==> src/rtl/mul_div.sv <==
// Iterative RV32M multiply/divide unit: 32-step shift-add multiply, 32-step restoring divide.
// Define YADAN_FAST_MUL_EN to replace the multiply loop with a single-cycle 33x33 signed product.
module mul_div (
    input  logic        clk,
    input  logic        rst,
    input  logic        start_i,
    input  logic        mul_or_div_i,
    input  logic [31:0] dividend_i,
    input  logic [31:0] divisor_i,
    input  logic        reg1_sign_i,
    input  logic        reg2_sign_i,
    input  logic        annul_i,
    output logic [63:0] result_o,
    output logic        done_o,
    output logic        stallreq_o
);

    typedef enum logic [1:0] {
        S_IDLE,
        S_CALC,
        S_DONE
    } state_t;

    state_t      r_state;
    state_t      w_state_nxt;

    logic [5:0]  r_cnt;
    logic        r_is_div;
    logic        r_neg_q;
    logic        r_neg_r;
    logic [63:0] r_result;

    logic [63:0] r_acc;
    logic [63:0] r_mcand;
    logic [31:0] r_mplier;

    logic [32:0] r_rem;
    logic [31:0] r_quo;
    logic [31:0] r_dvsr;

`ifdef YADAN_FAST_MUL_EN
    logic [32:0] r_a33;
    logic [32:0] r_b33;
    logic [63:0] w_fast_prod;
`endif

    logic        w_neg1;
    logic        w_neg2;
    logic [31:0] w_mag1;
    logic [31:0] w_mag2;
    logic        w_div0;
    logic        w_last;

    logic [63:0] w_acc_nxt;
    logic [63:0] w_prod_fin;
    logic [33:0] w_shift;
    logic [33:0] w_sub;
    logic        w_qbit;
    logic [32:0] w_rem_nxt;
    logic [31:0] w_quo_nxt;
    logic [31:0] w_q_fin;
    logic [31:0] w_r_fin;

    // Magnitudes are unsigned, so 0x80000000 negates to itself and is read as 2^31.
    assign w_neg1 = reg1_sign_i & dividend_i[31];
    assign w_neg2 = reg2_sign_i & divisor_i[31];
    assign w_mag1 = w_neg1 ? (~dividend_i + 32'd1) : dividend_i;
    assign w_mag2 = w_neg2 ? (~divisor_i + 32'd1) : divisor_i;
    assign w_div0 = mul_or_div_i & (divisor_i == '0);
    assign w_last = (r_cnt == 6'd31);

    assign w_acc_nxt  = r_acc + (r_mplier[0] ? r_mcand : '0);
    assign w_prod_fin = r_neg_q ? (~w_acc_nxt + 64'd1) : w_acc_nxt;

    // Trial subtraction is one bit wider than the remainder so bit 33 acts as the borrow.
    assign w_shift   = {r_rem, r_quo[31]};
    assign w_sub     = w_shift - {2'b00, r_dvsr};
    assign w_qbit    = ~w_sub[33];
    assign w_rem_nxt = w_qbit ? w_sub[32:0] : w_shift[32:0];
    assign w_quo_nxt = {r_quo[30:0], w_qbit};
    assign w_q_fin   = r_neg_q ? (~w_quo_nxt + 32'd1) : w_quo_nxt;
    assign w_r_fin   = r_neg_r ? (~w_rem_nxt[31:0] + 32'd1) : w_rem_nxt[31:0];

`ifdef YADAN_FAST_MUL_EN
    assign w_fast_prod = {{31{r_a33[32]}}, r_a33} * {{31{r_b33[32]}}, r_b33};
`endif

    always_ff @(posedge clk) begin
        if (rst) begin
            r_state <= S_IDLE;
        end else begin
            r_state <= w_state_nxt;
        end
    end

    always_comb begin
        w_state_nxt = r_state;
        stallreq_o  = 1'b0;
        done_o      = 1'b0;
        case (r_state)
            S_IDLE: begin
                stallreq_o = start_i;
                if (start_i) begin
                    w_state_nxt = w_div0 ? S_DONE : S_CALC;
                end
            end
            S_CALC: begin
                stallreq_o = 1'b1;
`ifdef YADAN_FAST_MUL_EN
                if (w_last || !r_is_div) begin
                    w_state_nxt = S_DONE;
                end
`else
                if (w_last) begin
                    w_state_nxt = S_DONE;
                end
`endif
            end
            S_DONE: begin
                done_o      = 1'b1;
                w_state_nxt = S_IDLE;
            end
            default: w_state_nxt = S_IDLE;
        endcase
        if (annul_i) begin
            w_state_nxt = S_IDLE;
        end
    end

    always_ff @(posedge clk) begin
        if (rst) begin
            r_cnt    <= '0;
            r_is_div <= 1'b0;
            r_neg_q  <= 1'b0;
            r_neg_r  <= 1'b0;
            r_result <= '0;
            r_acc    <= '0;
            r_mcand  <= '0;
            r_mplier <= '0;
            r_rem    <= '0;
            r_quo    <= '0;
            r_dvsr   <= '0;
`ifdef YADAN_FAST_MUL_EN
            r_a33    <= '0;
            r_b33    <= '0;
`endif
        end else if (!annul_i) begin
            case (r_state)
                S_IDLE: begin
                    if (start_i) begin
                        r_cnt    <= '0;
                        r_is_div <= mul_or_div_i;
                        r_neg_q  <= w_neg1 ^ w_neg2;
                        r_neg_r  <= w_neg1;
                        r_acc    <= '0;
                        r_mcand  <= {32'd0, w_mag1};
                        r_mplier <= w_mag2;
                        r_rem    <= '0;
                        r_quo    <= w_mag1;
                        r_dvsr   <= w_mag2;
`ifdef YADAN_FAST_MUL_EN
                        r_a33    <= {w_neg1, dividend_i};
                        r_b33    <= {w_neg2, divisor_i};
`endif
                        if (w_div0) begin
                            r_result <= {32'hFFFF_FFFF, dividend_i};
                        end
                    end
                end
                S_CALC: begin
                    r_cnt <= r_cnt + 6'd1;
                    if (r_is_div) begin
                        r_rem <= w_rem_nxt;
                        r_quo <= w_quo_nxt;
                        if (w_last) begin
                            r_result <= {w_q_fin, w_r_fin};
                        end
                    end else begin
`ifdef YADAN_FAST_MUL_EN
                        r_result <= w_fast_prod;
`else
                        r_acc    <= w_acc_nxt;
                        r_mcand  <= {r_mcand[62:0], 1'b0};
                        r_mplier <= {1'b0, r_mplier[31:1]};
                        if (w_last) begin
                            r_result <= w_prod_fin;
                        end
`endif
                    end
                end
                default: ;
            endcase
        end
    end

    assign result_o = r_result;

endmodule

==> config.mk <==
export PLATFORM = sky130hd
export DESIGN_NAME = mul_div
export DESIGN_NICKNAME = d
export VERILOG_FILES = /design/src/rtl/mul_div.sv
export SDC_FILE = /design/constraint.sdc
export NUM_CORES = 1
export LEC_CHECK = 0
export ABC_AREA = 0
export ABC_CLOCK_PERIOD_IN_PS = 7500
export CAP_MARGIN = 0
export CORE_AREA = 2 2 220 222
export CTS_CLUSTER_SIZE = 28
export DETAILED_ROUTE_END_ITERATION = 6
export DIE_AREA = 0 0 222 224
export HOLD_SLACK_MARGIN = 0.12
export PLACE_DENSITY = 0.72
export SLEW_MARGIN = 15
export SYNTH_ARGS = -nofsm -noshare
export SYNTH_HDL_FRONTEND = slang
export SYNTH_SLANG_ARGS = --single-unit
export TNS_END_PERCENT = 1
==> constraint.sdc <==
create_clock -name clk -period 7.5 [get_ports clk]
set_clock_uncertainty 0.2 [all_clocks]
set_input_delay 0.75 -clock clk [delete_from_list [all_inputs] [get_ports clk]]
set_output_delay 0.75 -clock clk [all_outputs]
set_load 0.005 [all_outputs]
-- After elaboration in Yosys (flattened, before gate mapping)
Index checks and enable logic that the tools add are counted.
- bits in registers: 332
- output and inout port bits: 66
- logic and storage cells: 85
- $add $sub $neg: 8
- equal/unequal tests: 8
- mux-type cells: 36
- bitwise logic cells: 11
- reductions and logical operators: 10
- operators with widths (operator ; count):
    $mux W64 ; 11
    $pmux W64 S2 ; 3
    $mux W32 ; 8
    $add A32 B1 Y32 const B ; 4
    $not A32 Y32 ; 4
    $pmux W32 S2 ; 2
    $mux W33 ; 3
    $pmux W33 S2 ; 1
    $add A64 B1 Y64 const B ; 1
    $add A64 B64 Y64 ; 1
    $not A64 Y64 ; 1
    $sub A34 B32 Y34 ; 1
    $logic_not A32 Y1 ; 1
    $pmux W6 S2 ; 1
    $ne A2 B2 Y1 const B ; 5
    $reduce_and A4 Y1 ; 2
    $add A6 B1 Y6 const B ; 1
    $eq A6 B5 Y1 const B ; 1
    $mux W2 ; 3
    $mux W6 ; 1
    $reduce_and A3 Y1 ; 2
    $reduce_and A5 Y1 ; 1
    $pmux W2 S2 ; 1
    $and A1 B1 Y1 ; 3
    10 further kinds ; 11

-- Longest topological paths before layout
Gate-level depths: netlist (run 1).
- word-level depth: 8
- gate-level depth with buffers: 26
- gate-level depth less buffers: 22

-- Worst setup path after synthesis (run 1)
Ideal clock, no wire load.
- kind: register to register
- start point: register r_dvsr[8]
- end point: register r_result[30], in the netlist result_o[30]
- data arrival time: 5.599 ns
- data required time: 7.162 ns
- path slack: 1.564 ns
- cell stages (with the launch flop): 26
- buffers on the path: 4
- clock period less this slack: 5.936 ns
- cell sequence: dfxtp_1 inv_1 ha_1 clkbuf_1 nand2_1 o21ai_0 nand4_1 nand3_1 a41oi_1 xnor2_1 clkinv_1 clkbuf_1 clkbuf_1 clkbuf_1 nand2_1 o21ai_0 inv_1 ha_1 inv_1 a2111oi_0 or3b_2 o22a_1 or3_1 o41ai_1 xor2_1 a21oi_1
- cells in the longest elaborated chain, start to end: 8
- RTL lines (what ; line ; RTL):
    start, declared ; 39 ; logic [31:0] r_dvsr;
    start signal, assigned ; 160 ; r_dvsr <= w_mag2;
    $sub A34 B32 Y34 * ; 77 ; assign w_sub = w_shift - {2'b00, r_dvsr};
    $mux W33 * ; 79 ; assign w_rem_nxt = w_qbit ? w_sub[32:0] : w_shift[32:0];
    $not A32 Y32 ; 82 ; assign w_r_fin = r_neg_r ? (~w_rem_nxt[31:0] + 32'd1) : w_rem_nxt[31:0];
    $add A32 B1 Y32 ; 82 ;
    $mux W32 * ; 82 ;
    $mux W64 * ; 175 ; if (w_last) begin
    $mux W64 * ; 172 ; if (r_is_div) begin
    $pmux W64 S2 * ; 148 ; case (r_state)
    end signal, assigned ; 166 ; r_result <= {32'hFFFF_FFFF, dividend_i};
    end signal, assigned ; 176 ; r_result <= {w_q_fin, w_r_fin};
    end signal, assigned ; 186 ; r_result <= w_prod_fin;
    end, declared ; 31 ; logic [63:0] r_result;
Every way passes the cells marked *; elsewhere a longest branch is shown, timed or not. The select of a mux whose other input is x is not followed.
A chain may end at the register's enable or synchronous reset.

-- Worst setup path after layout (run 1)
- start point: register r_mplier[0]
- end point: register r_result[61], in the netlist result_o[61]
- cells in the longest elaborated chain, start to end: 8
- RTL lines (what ; line ; RTL):
    start, declared ; 35 ; logic [31:0] r_mplier;
    start signal, assigned ; 157 ; r_mplier <= w_mag2;
    start signal, assigned ; 184 ; r_mplier <= {1'b0, r_mplier[31:1]};
    $mux W64 * ; 72 ; assign w_acc_nxt = r_acc + (r_mplier[0] ? r_mcand : '0);
    $add A64 B64 Y64 * ; 72 ;
    $not A64 Y64 ; 73 ; assign w_prod_fin = r_neg_q ? (~w_acc_nxt + 64'd1) : w_acc_nxt;
    $add A64 B1 Y64 ; 73 ;
    $mux W64 * ; 73 ;
    $mux W64 * ; 185 ; if (w_last) begin
    $mux W64 * ; 172 ;
    $pmux W64 S2 * ; 148 ;
Marks and branches as above.

==> flow_metrics.tcl, run 1 <==
set metrics [dict create \
    violations "design-rule violations" \
    synthTopCellsByCount "455 x nor2_1, 332 x dfxtp_1, 317 x nand2_1" \
    ant_nets 0 \
    p_sw_uw 1550 \
    numCtsBuffers 41 \
    hold_slack_ns 0.256 \
    crit_chain "and2_1, ha_1, inv_1, fa_1, nand2b_1, a21oi_1, o211ai_1, a311oi_1, or3_1, o2111ai_1, a2111oi_0, nor4b_1, nand4_1, o31ai_1, xnor2_1, a221oi_1" \
    synth-edff-count 0 \
    yosysTopAreaCell "dfxtp_1" \
    die_area_um2 49700 \
    fin_setup_tns_ns 0 \
    cts_tree "yes" \
    max_slew_margin_pct 17.9 \
    synth_fp_nets 3574 \
    critical_path_arrival_ns 6.71 \
    ys.flop_type "dfxtp_1" \
    grt_setup_unrepaired "no" \
    synth_area_leaders "dfxtp_1 27%, nor2_1 6.9%, a21oi_1 6.0%" \
    p_int_uw 3430 \
    hold_buffers 0 \
    place_area_um2 26400 \
    fill_cells 4458 \
    core_area_um2 47300 \
    overflow 0 \
    via_per_inst 6.63 \
    vdd_drop_max_uv 162 \
    multi_input_area_um2 17100 \
    worstPathRequired_ns 7.77 \
    power_frac_comb_pct 18.3 \
    root_buffer "clkbuf_16" \
    p_leak_uw 0.0110 \
    path_class "reg -> reg" \
    clock_latency_ns 0.60 \
    wirelength_mm 94.7 \
    layout_setup_ws_ns 1.06 \
    yosysMostFrequentCell "nor2_1" \
    cap_violations 0 \
    tightest_slew_ns 1.23 \
    p_total_uw 4980 \
    drt-initial-drc-count 2796 \
    fp-row-count 80 \
    post_cts_buffers 0 \
    start_kind "flip-flop" \
    cellPowerDensity_nw_per_um2 178 \
    remaining_drc_errors 11 \
    finalCritPeriodShare_pct 85.8 \
    yosys_warnings 0 \
    initial_utilization_pct 52.6 \
    clock_path_buffers 3 \
    dp_slack_ns 1.32 \
    register_area_um2 6650 \
    setup_viol 0 \
    vias 26700 \
    syn_area_um2 24900 \
    placement.io_buffers 136 \
    routedWlPerCell_um 23.5 \
    cts_resized 0 \
    yosysSeqAreaShare_pct 26.7 \
    hold_viol_final 0 \
    grt_max_degree 176 \
    async_flop_share_pct 0 \
    grt_pass1_vias 24500 \
    crit_path_max_incr_delay_ns 0.84 \
    clkTransAtPathRegs_ns 0.06 \
    cts_sinks 332 \
    swShare_pct 31.1 \
    yosysUniqueCellTypes 90 \
    power_frac_clock_pct 43.6 \
    hpwlAfterDp_mm 70.9 \
    path_max_fanout 19 \
    dieWidth_um 222 \
    netlist.area_leader.share_pct 26.7 \
    ios 137 \
    layout-drive-gt1-share_pct 4.43 \
    grt_pass1_wl_mm 143 \
    final_nets 3551 \
    die_h_um 224 \
    critPathCaptureType "flip-flop" \
    status "finished with violations" \
    seqPwrFrac_pct 38.1 \
    fmax_mhz 155 \
    h-tree-depth 2 \
    reg2reg_slack_ns 1.06 \
    hold_path_class "reg -> reg" \
    yosys_register_bits 332 \
    slowest_stage "a311oi_1" \
    final_max_slew_viol_count 0 \
    syn_area_per_cell_um2 7.32 \
    synthCells 3400 \
    areaGrowthSynthToFinish_pct 12.1 \
    gp_congestion 1.00 \
    firstDrtPassIters 7 \
    track_usage_pct 36.4 \
    antenna_found_initial 4 \
    fin_area_um2 27900 \
    min_period_ns 6.44 \
]
==> critical path: cells and delay by family, from the launching register on <==
kind                     cells  cell delay [ns]
AO/OA/AOI/OAI                7             3.38
AND/OR/NAND/NOR              5             1.44
flip-flops                   1             0.56
adder cells (fa/ha/maj)      2             0.55
XOR/XNOR                     1             0.12
buffers and inverters        1             0.06
==> flip-flops by register name (all words and copies together) (netlist names) <==
register / count
r_is_div: 1
result_o: 64
r_quo: 32
r_mcand: 64
r_mplier: 32
r_neg_q: 1
r_cnt: 6
r_neg_r: 1
r_state: 2
r_rem: 33
r_dvsr: 32
r_acc: 64
==> cell type report <==
class | instances | area share [%]
Multi-Input combinational cell | 2750 | 61.2
Sequential cell | 332 | 23.8
Timing Repair Buffer | 173 | 5.93
Clock buffer | 52 | 3.93
Tap cell | 615 | 2.76
Clock inverter | 21 | 1.20
Inverter | 79 | 1.06
Antenna cell | 3 | 0.0269
==> final timing paths <==
| path | startpoint | endpoint | cells past startpoint |
|---|---|---|---|
| setup / recovery | r_mplier[0] | result_o[61] | 16 |
| hold / removal | r_mplier[1] | r_mplier[1] | 2 |
| setup reg to reg | r_mplier[0] | result_o[61] | 16 |
| hold reg to reg | r_mplier[1] | r_mplier[1] | 2 |
==> cells by family (layout without fill, tap and decap cells) <==
logic type	Yosys count	after routing	synth area share, %
adder cells (fa/ha/maj)	103	103	5.24
buffers and inverters	318	325	4.87
flip-flops	332	332	26.7
other	0	3	0
AND/OR/NAND/NOR	1260	1260	23.8
AO/OA/AOI/OAI	1131	1131	30.2
XOR/XNOR	221	221	7.78
multiplexers	35	35	1.44
==> through the flow <==
stage	utilization (%)	std cells
after floorplan	-	3400
after global placement	55.9	3949
after detailed placement	55.9	3949
after CTS	58.9	4022
after global routing	58.9	4024
final	58.9	4025
==> layer usage <==
metal	wire length, um	up-vias	part of all wire (%)	track usage (%)
met5	26	-	0.027	0
met4	5490	4	5.8	20.4
met3	7750	255	8.2	5.90
met2	42600	1272	45	58.4
met1	38900	12700	41	46.7
li1	-	12400	-	-
==> cell usage in the layout (no fill, tap or decap), types with 71 or more instances in the layout <==
cell type	synthesis	routed
nor2_1	455	453
dfxtp_1	332	330
nand2_1	317	315
a21oi_1	299	299
o21ai_0	193	193
clkdlybuf4s50_1	0	135
xnor2_1	127	126
a22oi_1	118	118
a211oi_1	105	105
nor3_1	104	103
ha_1	101	101
and2_1	94	94
xor2_1	94	94
inv_1	76	76
o211ai_1	71	71
==> power by group through the flow <==
| stage | combinational, uW | sequential (uW) | clock [uW] |
|---|---|---|---|
| after global routing | 978 | 1900 | 2240 |
| after global placement | 872 | 1930 | 0 |
| after CTS | 891 | 1890 | 2180 |
| final | 911 | 1900 | 2170 |
| after detailed placement | 885 | 1930 | 0 |
| after floorplan | 607 | 1900 | 0 |
(Power assumes the default switching activity.)
==> run 2, diff against run 1 <==
--- a/config.mk
+++ b/config.mk
@@ -8,12 +8,14 @@
 export ABC_AREA = 0
 export ABC_CLOCK_PERIOD_IN_PS = 7500
 export CAP_MARGIN = 0
-export CORE_AREA = 2 2 220 222
+export CELL_PAD_IN_SITES_DETAIL_PLACEMENT = 2
+export CELL_PAD_IN_SITES_GLOBAL_PLACEMENT = 2
+export CORE_AREA = 2 2 266 268
 export CTS_CLUSTER_SIZE = 28
 export DETAILED_ROUTE_END_ITERATION = 6
-export DIE_AREA = 0 0 222 224
+export DIE_AREA = 0 0 268 270
 export HOLD_SLACK_MARGIN = 0.12
-export PLACE_DENSITY = 0.72
+export PLACE_DENSITY_LB_ADDON = 0.1
 export SLEW_MARGIN = 15
 export SYNTH_ARGS = -nofsm -noshare
 export SYNTH_HDL_FRONTEND = slang
==> run 2 against run 1 <==
  * Sequential cell count unchanged
  * Count of clock-buffer cells in the layout up 12
  * Core utilization down 18 points
  * Critical path type unchanged
  * Highest routed layer unchanged
  * Fmax shrank 7.3%
  * Sequential power barely moved
  * Non-clock buffer count grew 1
  * The flow now finishes without violations
==> flow_metrics.tcl, run 2 (synthesis gave the netlist of run 1 again) <==
set metrics [dict create \
    die_area_um2 72400 \
    status "complete, no violations" \
    cts_tree "yes" \
    root_buffer "clkbuf_16" \
    hold_buffers 0 \
    grt_pass1_vias 28700 \
    cap_violations 0 \
    cts_sinks 332 \
    initial_utilization_pct 35.8 \
    clock_latency_ns 0.60 \
    ios 137 \
    final_nets 3554 \
    clock_path_buffers 3 \
    cts_resized 0 \
    layout_setup_ws_ns 0.559 \
    via_per_inst 6.17 \
    ant_nets 0 \
    areaGrowthSynthToFinish_pct 13.7 \
    layout_commonest_cell "nor2_1" \
    core_area_um2 69500 \
    wirelength_mm 117 \
    overflow 0 \
    clkTransAtPathRegs_ns 0.06 \
    final_cells 4352 \
    start_kind "flip-flop" \
    layout_common_cells "452 x nor2_1, 330 x dfxtp_1, 315 x nand2_1" \
    path_max_fanout 29 \
    hpwlAfterDp_mm 89.5 \
    placement.io_buffers 136 \
    tightest_slew_ns 1.18 \
    setup_viol 0 \
    die_h_um 270 \
    numCtsBuffers 43 \
    p_leak_uw 0.0110 \
    firstDrtPassIters 5 \
    h-tree-depth 2 \
    routedWlPerCell_um 26.8 \
    hold_path_class "reg -> reg" \
    post_cts_buffers 0 \
    hold_viol_final 0 \
    layout-drive-gt1-share_pct 4.49 \
    min_period_ns 6.94 \
    remaining_drc_errors 0 \
    critPathCaptureType "flip-flop" \
    hold_slack_ns 0.274 \
    cellPowerDensity_nw_per_um2 177 \
    antenna_found_initial 3 \
    critical_path_arrival_ns 7.25 \
    drt-initial-drc-count 1726 \
    fin_setup_tns_ns 0 \
    worstPathRequired_ns 7.81 \
    finalCritPeriodShare_pct 92.5 \
    fp-row-count 97 \
    vias 26800 \
    grt_pass1_wl_mm 178 \
    gp_congestion 0.956 \
    max_slew_margin_pct 20.6 \
    vdd_drop_max_uv 198 \
    dp_slack_ns 0.479 \
    final_max_slew_viol_count 0 \
    path_class "reg -> reg" \
    track_usage_pct 31.8 \
    dieWidth_um 268 \
    place_inst 4275 \
    grt_setup_unrepaired "no" \
    fmax_mhz 144 \
    grt_max_degree 179 \
]
## run 2: cell types whose count changed in the layout (fill, tap and decap cells not counted), sizes merged
cell      previous run  this run
buf                 37        39
bufinv               7         3
clkbuf              53        64
clkinv              12        10
clkinvlp             1         0
diode                3         1
inv                 80        78
## run 2: layout make-up
cell class,instances,area (um2)
Fill cell,8134,41200
Inverter,79,297
Timing Repair Buffer,174,1660
Tap cell,940,1180
Antenna cell,1,2.50
Clock buffer,64,1230
Clock inverter,12,173
Multi-Input combinational cell,2750,17100
Sequential cell,332,6650
## run 2: worst max-delay path, cell delays in order, from the launching register on
cell and delay (ns):
dfxtp_1 0.94, and2_1 0.25, ha_1 0.17, inv_1 0.06, fa_1 0.40, nand2b_1 0.20
a21oi_1 0.52, o21ai_1 0.32, a211oi_1 0.75, o21ai_0 0.20, and4_1 0.34, a2111oi_0 0.67
nor4b_1 0.52, nand4_1 0.39, o41ai_1 0.56, xnor2_1 0.12, a211oi_1 0.23
## run 2: worst paths after layout
check | start | end | depth (start not counted) | slack (ns)
worst max-delay path | r_mplier[0] | result_o[63] | 16 | 0.56
worst min-delay path | result_o[12] | result_o[12] | 2 | 0.27
worst min register to register | result_o[12] | result_o[12] | 2 | 0.27
worst max register to register | r_mplier[0] | result_o[63] | 16 | 0.56
## run 2: metal layers
layer / track usage (%) / wire length, um / vias up
met5: 0 / 12 / -
met1: 40.2 / 50500 / 13700
met3: 3.17 / 4240 / 156
li1: - / - / 12400
met4: 9.92 / 3700 / 2
met2: 56.3 / 58200 / 549
## run 2: power by group
part / switching, uW / total [uW] / leakage [uW] / internal (uW)
logic: 637 / 949 / 0.00757 / 312
registers: 86.6 / 1910 / 0.00270 / 1830
clock network: 895 / 2140 / 0.000693 / 1250
## run 2: stage by stage
step	util [%]	power (uW)	instance area, um2
4_1_cts	40.7	5040	28300
5_1_grt	40.7	5200	28300
6_report	40.7	5000	28300
2_1_floorplan	-	2500	24900
3_3_place_gp	38.6	2850	26900
3_5_place_dp	38.6	2890	26900
